`src/rtl/trivium_keystream_gen.sv`:
```
// trivium_keystream_gen
// Byte-wide Trivium keystream generator. Takes an 80-bit key and an 80-bit
// IV as 20 bytes, runs WARMUP_BITS warm-up steps, and then delivers one
// keystream byte per cycle over a valid/ready port.
// Optional feature macro: TRIVIUM_KS_COUNT_EN adds a saturating 16-bit count
// (ks_count) of completed keystream handshakes.
//
//   state   | meaning
//   --------+------------------------------------------------------------
//   ST_LOAD | accepting key bytes 0-9, then IV bytes 10-19
//   ST_INIT | warm-up: 8 discarded steps per cycle, busy=1
//   ST_RUN  | producing keystream bytes, 8 steps per accepted byte
module trivium_keystream_gen #(
  parameter int WARMUP_BITS = 1152
) (
  input  logic       clk,
  input  logic       rst,
  input  logic [7:0] load_data,
  input  logic       load_valid,
  output logic       load_ready,
  output logic [7:0] ks_data,
  output logic       ks_valid,
  input  logic       ks_ready,
  input  logic       rekey,
`ifdef TRIVIUM_KS_COUNT_EN
  output logic [15:0] ks_count,
`endif
  output logic       busy
);

  localparam int INIT_CYCLES = WARMUP_BITS / 8;
  localparam int CW = (INIT_CYCLES > 1) ? $clog2(INIT_CYCLES) : 1;

  typedef enum logic [1:0] {
    ST_LOAD,
    ST_INIT,
    ST_RUN
  } state_t;

  state_t         state;
  logic [287:0]   st_q;        // st_q[n-1] holds Trivium bit s_n
  logic [151:0]   key_iv_q;    // first 19 bytes; byte 19 arrives live
  logic [4:0]     byte_cnt_q;
  logic [CW-1:0]  init_cnt_q;  // warm-up cycles left, terminal count at 0
  logic [7:0]     step_z;
  logic [287:0]   step_s;

`ifdef TRIVIUM_KS_COUNT_EN
  logic [15:0]    ks_count_q;
  assign ks_count = ks_count_q;
`endif

  // Eight chained Trivium steps; the first keystream bit lands in bit 7.
  function automatic logic [295:0] step8(input logic [287:0] s_in);
    logic [287:0] s;
    logic [7:0]   zb;
    logic         t1, t2, t3;
    s  = s_in;
    zb = '0;
    for (int i = 0; i < 8; i++) begin
      t1 = s[65]  ^ s[92];
      t2 = s[161] ^ s[176];
      t3 = s[242] ^ s[287];
      zb = {zb[6:0], t1 ^ t2 ^ t3};
      t1 = t1 ^ (s[90]  & s[91])  ^ s[170];
      t2 = t2 ^ (s[174] & s[175]) ^ s[263];
      t3 = t3 ^ (s[285] & s[286]) ^ s[68];
      s  = {s[286:177], t2, s[175:93], t1, s[91:0], t3};
    end
    return {zb, s};
  endfunction

  // Initial state from the 20 loaded bytes; kv[159] is key bit K1.
  function automatic logic [287:0] seed(input logic [159:0] kv);
    logic [287:0] r;
    r = '0;
    for (int n = 1; n <= 80; n++) begin
      r[n-1]  = kv[160-n];
      r[92+n] = kv[80-n];
    end
    r[287:285] = 3'b111;
    return r;
  endfunction

  // Shared step network used by both warm-up and keystream production.
  always_comb {step_z, step_s} = step8(st_q);

  // Control FSM, cipher state and registered outputs.
  always_ff @(posedge clk) begin
    if (rst || rekey) begin
      // rekey behaves as a reset of the stream; rst simply wins when both are high
      state      <= ST_LOAD;
      st_q       <= '0;
      key_iv_q   <= '0;
      byte_cnt_q <= '0;
      init_cnt_q <= '0;
      ks_data    <= '0;
      ks_valid   <= 1'b0;
      busy       <= 1'b0;
      load_ready <= 1'b1;
`ifdef TRIVIUM_KS_COUNT_EN
      ks_count_q <= '0;
`endif
    end else begin
      case (state)
        ST_LOAD: begin
          if (load_valid) begin
            key_iv_q <= {key_iv_q[143:0], load_data};
            if (byte_cnt_q == 5'd19) begin
              st_q       <= seed({key_iv_q, load_data});
              byte_cnt_q <= '0;
              init_cnt_q <= CW'(INIT_CYCLES - 1);
              busy       <= 1'b1;
              load_ready <= 1'b0;
              state      <= ST_INIT;
`ifdef TRIVIUM_KS_COUNT_EN
              ks_count_q <= '0;
`endif
            end else begin
              byte_cnt_q <= byte_cnt_q + 5'd1;
            end
          end
        end
        ST_INIT: begin
          st_q <= step_s;
          if (init_cnt_q == '0) begin
            busy  <= 1'b0;
            state <= ST_RUN;
          end else begin
            init_cnt_q <= init_cnt_q - 1'b1;
          end
        end
        ST_RUN: begin
          if (!ks_valid || ks_ready) begin
            st_q     <= step_s;
            ks_data  <= step_z;
            ks_valid <= 1'b1;
          end
`ifdef TRIVIUM_KS_COUNT_EN
          if (ks_valid && ks_ready && ks_count_q != 16'hffff)
            ks_count_q <= ks_count_q + 16'd1;
`endif
        end
        default: begin
          state      <= ST_LOAD;
          load_ready <= 1'b1;
          busy       <= 1'b0;
          ks_valid   <= 1'b0;
        end
      endcase
    end
  end

endmodule

```
`config.mk`:
```
export PLATFORM = sky130hd
export DESIGN_NAME = trivium_keystream_gen
export DESIGN_NICKNAME = d
export VERILOG_FILES = /design/src/rtl/trivium_keystream_gen.sv
export SDC_FILE = /design/constraint.sdc
export NUM_CORES = 1
export LEC_CHECK = 0
export BUFFER_PORTS_ARGS = -buffer_cell sky130_fd_sc_hd__buf_2
export CORE_MARGIN = 3
export CORE_UTILIZATION = 58
export CTS_BUF_LIST = sky130_fd_sc_hd__clkbuf_8
export DETAILED_ROUTE_END_ITERATION = 8
export PLACE_DENSITY = 0.77
export RECOVER_POWER = 50
export SETUP_SLACK_MARGIN = 0.4
export SYNTH_ARGS = -nofsm -noshare
export SYNTH_HDL_FRONTEND = slang
export SYNTH_SLANG_ARGS = --single-unit
```
`constraint.sdc`:
```
create_clock -name clk -period 2 [get_ports clk]
set_clock_uncertainty 0.2 [all_clocks]
set_input_delay 0.1 -clock clk [delete_from_list [all_inputs] [get_ports clk]]
set_output_delay 0.1 -clock clk [all_outputs]
set_load 0.005 [all_outputs]
```
; After elaboration in Yosys (flattened, before gate mapping)
; Index checks and enable logic that the tools add are counted.
[op_classes]
n_addsub = 2
n_eq_ne = 8
n_mux = 22
n_bitwise = 115
n_reduce_logical = 16
[op_table]
columns = op, count
row1 = two-way mux 288 bit, 3
row2 = one-hot mux 288 bit (3 select lines), 1
row3 = bitwise XOR 1 bit, 88
row4 = bitwise AND 1 bit, 24
row5 = two-way mux 8 bit, 3
row6 = one-hot mux 8 bit (2 select lines), 1
row7 = AND reduction 4 bit, 3
row8 = "!= test 2 bit, second input constant", 5
row9 = logical NOT 8 bit, 1
row10 = "subtractor 8 x 1 -> 8 bit, second input constant", 1
row11 = two-way mux 1 bit, 6
row12 = two-way mux 2 bit, 3
row13 = one-hot mux 2 bit (3 select lines), 1
row14 = AND reduction 2 bit, 3
row15 = "adder 5 x 1 -> 5 bit, second input constant", 1
row16 = "equality test 5 bit, second input constant", 1
row17 = two-way mux 5 bit, 1
row18 = one-hot mux 1 bit (2 select lines), 2
row19 = OR reduction 2 bit, 2
row20 = inverter 1 bit, 3
row21 = one-hot mux 1 bit (3 select lines), 1
row22 = AND reduction 3 bit, 1
row23 = nonzero test 3 bit, 1
row24 = "equality test 2 x 1 -> 1 bit, second input constant", 1
row25 = 5 further kinds, 6
[word_totals]
ff_bits = 466
inputBits = 13
output_inout_bits = 11

; Longest topological paths before layout
[depth]
ltp_word = 5
mapped_depth = 9
mapped_depth_nobuf = 6

; Worst setup path after synthesis
; No wires, ideal clock.
[synth_path]
kind = reg-to-reg
from = register state[0]
to = register st_q[101]
setup_time_ns = 0.134
arrival_time_ns = 1.900
required_time_ns = 1.666
setup_slack_ns = -0.234
path_stages_with_launch = 10
path_buffers = 4
period_less_slack_ns = 2.234
path_cell_list = dfxtp_1 > inv_1 > ha_1 > clkbuf_1 > a21boi_1 > buf_2 > nor2_2 > clkbuf_1 > buf_2 > a211oi_1
[synth_via]
elab_chain_len = 3
[synth_rtl]
columns = element, line
row1 = start: declaration, 40  ; state_t state;
row2 = start signal: assignment, 92  ; state <= ST_LOAD;
row3 = start signal: assignment, 115  ; state <= ST_INIT;
row4 = start signal: assignment, 128  ; state <= ST_RUN;
row5 = equality test 2 bit (tied with other cells), 105  ; case (state)
row6 = != test 2 bit (no line) or nonzero test 3 bit (tied branches), -
row7 = AND reduction 4 bit (no line), -
row8 = end signal: assignment, 110  ; st_q <= seed({key_iv_q, load_data});
row9 = end signal: assignment, 125  ; st_q <= step_s;
row10 = end signal: assignment, 135  ; st_q <= step_s;
row11 = end: declaration, 41  ; logic [287:0] st_q;
; Parallel ways exist; a longest one is shown, timed or not.
; A chain may end at the register's enable or synchronous reset.

; Worst setup path in the final report
[layout_path]
from = register byte_cnt_q[1]
to = register init_cnt_q[1]
[layout_via]
elab_chain_len = 3
[layout_rtl]
columns = element, line
row1 = start: declaration, 43  ; logic [4:0] byte_cnt_q;
row2 = start signal: assignment, 120  ; byte_cnt_q <= byte_cnt_q + 5'd1;
row3 = equality test 5 bit, 109  ; if (byte_cnt_q == 5'd19) begin
row4 = != test 2 bit (no line), -
row5 = AND reduction 4 bit (no line), -
row6 = end signal: assignment, 112  ; init_cnt_q <= CW'(INIT_CYCLES - 1);
row7 = end signal: assignment, 130  ; init_cnt_q <= init_cnt_q - 1'b1;
row8 = end: declaration, 44  ; logic [CW-1:0] init_cnt_q;
; Every way passes these cells.

==> results.py <==
metrics = {
    "status": {
        "status": "finished with violations",
        "violations": "negative hold slack, negative setup slack",
    },
    "critical_path": {
        "cp_slowest_stage_delay_ns": 0.37,
        "ff2ff_path_depth": 8,
        "path_class": "flop to flop",
        "end_kind": "flop",
        "crit_buf_inv": 3,
        "crit_arrival_ns": 2.54,
        "reg2reg_from": "byte_cnt_q[1]$_SDFFE_PP0P_",
        "worst_path_max_delay_cell": "dfxtp_4",
        "crit_family": "compound AO/OA/AOI/OAI gates",
        "cp-start-kind": "flop",
        "crit_chain": "ha_4, and4bb_2, a21boi_4, buf_6, buf_6, clkbuf_16, nor2_2, a211oi_1",
        "r2r-end": "init_cnt_q[1]$_SDFFE_PP0P_",
        "worst-r2r-setup-slack_ns": -0.26,
        "path_common_cell": "buf_6",
        "crit_path_max_fanout": 6,
        "cp.required_ns": 2.28,
    },
    "clocking": {
        "clkSinkCount": 466,
        "htreeDepth": 3,
        "insertion_delay_ns": 0.62,
        "cts_tree": "done",
        "clk_pin_slew_ns": 0.07,
        "cts_max_path_buffers": 3,
        "cts-buffers-inserted": 75,
        "postCtsHoldBufs": 12,
        "root_buffer": "clkbuf_8",
    },
    "job": {
        "cap_viol_max_count": 0,
    },
    "synthesis": {
        "async_flop_share": 0,
        "syn_avg_cell_area_um2": 8.78,
        "ys_seq_area_frac": 0.478,
        "yosysMostFrequentCell": "dfxtp_1",
        "netlist_top_cells_area": "dfxtp_1, a21oi_1, mux2i_1",
        "synth_flop_cell": "dfxtp_1",
        "synth_top_area_cell": "dfxtp_1",
        "ys_ff_latch": 466,
        "ys_types": 45,
        "synthesis.nets": 2245,
        "syn_area_um2": 19500,
        "synth-edff-count": 0,
        "yosysWarnings": 0,
        "syn_inst": 2224,
        "netlist_top_cells_count": "dfxtp_1, a21oi_1, nand2_1, clkbuf_1, mux2i_1",
        "netlist.area_leader.share": 0.478,
    },
    "timing": {
        "period_needed_ns": 2.26,
        "fin_setup_tns_ns": -12.39,
        "period_share": 1.13,
        "fin_ws_ns": -0.259,
        "slew_violations": 0,
        "rsz0062_at_grt": "true",
        "relSlewSlack": 0.587,
        "clock.fmax_mhz": 443,
        "hold_slack_ns": -0.0157,
        "finalSetupViolCount": 235,
        "timing_worst_slew_pin_value_ns": 0.619,
        "hold_viol_final": 7,
    },
    "route": {
        "wl_um": 69800,
        "wl_per_cell_um": 24.5,
        "antenna_left": 0,
        "drc": 0,
        "initialDrtViolationCount": 2653,
        "vias": 19400,
        "first_pass_iters": 8,
        "vias_per_cell": 6.84,
    },
    "cells_and_area": {
        "instances_no_fill": 2845,
        "diodes": 0,
        "finish.instance_area_um2": 26300,
        "drive_above_1_share": 0.261,
        "fillers": 1687,
        "final_nets": 2378,
        "syn_to_final_growth_pct": 34.5,
        "utilization": 0.799,
    },
    "grt": {
        "grt_overflow": 0,
        "track_usage": 0.299,
        "grt_pass1_vias": 17200,
        "grt_pass1_wl_um": 89200,
        "grt_max_degree": 126,
        "antenna_found_initial": 0,
    },
    "pwr": {
        "power_switching_share": 0.240,
        "powerDensity_nw_per_um2": 670,
        "seq_power_share": 0.528,
        "leakage_nw": 8.45,
        "switchingPower_mw": 4.21,
        "total_power_mw": 17.6,
        "p_int_mw": 13.4,
        "peakVddDrop_uv": 525,
        "pwr-share-comb": 0.029,
        "power_frac_clock": 0.443,
    },
    "worst_hold_path": {
        "worstHoldEndpoint": "ks_data[2]$_SDFFE_PP0P_",
        "min_path_type": "input pin to flop",
        "worst_hold_startpoint": "ks_ready",
        "holdPathStages": 5,
    },
    "floorplan": {
        "dieArea_um2": 35900,
        "die_h_um": 190,
        "ios": 24,
        "start_util": 0.594,
        "die_w_um": 190,
        "core.rowCount": 66,
        "design.core.area_um2": 32900,
    },
    "placement": {
        "gp_congestion": 0.841,
        "placed_cell_area_um2": 21600,
        "dpl.cell_count": 2581,
        "numPortBuffers": 23,
        "dp_hpwl_um": 30300,
        "place_ws_ns": -0.0791,
    },
}
cells in the final DEF (no fill, tap or decap), drive strengths merged, types with 4 or more instances in the layout:
cell type / Yosys / final
xnor2: 41 / 41
clkinv: 0 / 4
inv: 11 / 40
dfxtp: 466 / 466
nand4: 128 / 128
o21ai: 132 / 132
mux2i: 163 / 163
ha: 8 / 8
nand2: 357 / 357
buf: 28 / 232
xor3: 24 / 24
nor2: 18 / 18
nor3: 4 / 4
a211oi: 155 / 155
clkbuf: 200 / 127
o22ai: 17 / 17
nand3: 6 / 6
a21oi: 432 / 432
dlygate4sd3: 0 / 12
sequential cells by signal, summed over array words and instances, names as in the netlist:
register	flops
init_cnt_q	8
ks_data	8
st_q	288
busy	1
ks_valid	1
load_ready	1
key_iv_q	152
state	2
byte_cnt_q	5
power by group through the flow:
| stage | clock network [mW] | logic [mW] | registers [mW] |
|---|---|---|---|
| 2_1_floorplan | 0 | 0.308 | 9.50 |
| 3_3_place_gp | 0 | 0.434 | 9.50 |
| 3_5_place_dp | 0 | 0.438 | 9.50 |
| 4_1_cts | 7.69 | 0.465 | 9.30 |
| 5_1_grt | 8.20 | 0.523 | 9.29 |
| 6_report | 7.79 | 0.507 | 9.29 |
per-layer routing:
layer  track usage  up-vias  wire length (um)
li1              -     8282                 -
met1         0.399     9309             25700
met2         0.484     1404             32600
met3        0.0507      454              6850
met4         0.127        0              4620
met5             0        -                 0
layout make-up:
class	count	area (um^2)	share of cell area
clock buffer	88	1210	0.0461
clock inverter	35	144	0.00548
inverter	11	51.3	0.00195
multi-input combinational	1519	10600	0.405
sequential	466	9350	0.356
tap	442	553	0.0211
timing repair buffer	284	4320	0.165
how the worst max path moves through the flow:
stage / start / end / slack (ns) / cells past startpoint
6_report: byte_cnt_q[1]$_SDFFE_PP0P_ / init_cnt_q[1]$_SDFFE_PP0P_ / -0.26 / 8
5_1_grt: byte_cnt_q[1]$_SDFFE_PP0P_ / init_cnt_q[1]$_SDFFE_PP0P_ / -0.55 / 8
3_3_place_gp: init_cnt_q[4]$_SDFFE_PP0P_ / init_cnt_q[7]$_SDFFE_PP0P_ / -0.03 / 4
3_5_place_dp: byte_cnt_q[0]$_SDFFE_PP0P_ / st_q[94]$_SDFFE_PP0P_ / -0.08 / 7
4_1_cts: init_cnt_q[0]$_SDFFE_PP0P_ / init_cnt_q[7]$_SDFFE_PP0P_ / -0.00005 / 6
2_1_floorplan: init_cnt_q[4]$_SDFFE_PP0P_ / init_cnt_q[7]$_SDFFE_PP0P_ / 0.02 / 4
worst register-to-register path, stage by stage, from the launching register on:
cell	delay [ns]
dfxtp_4	0.37
ha_4	0.18
and4bb_2	0.26
a21boi_4	0.21
buf_6	0.20
buf_6	0.12
clkbuf_16	0.14
nor2_2	0.09
a211oi_1	0.36
logic make-up after synthesis:
family                     synth area share
muxes                                0.0841
xor gates and xnor gates             0.0485
buffers and inverters                0.0466
DFF                                   0.478
adders and majority gates           0.00512
and+or+nand+nor                       0.122
AOI/OAI and AO/OA                     0.216
repair_timing:
item | 4_1_cts | 5_1_grt
resized for setup | 101 | 235
setup endpoints to repair | 456 | 464
gates cloned | 15 | 45
pin swaps | 35 | 118
endpoints found under the hold margin | 123 | 4
buffers inserted | 28 | 41
(Power assumes the default switching activity.)
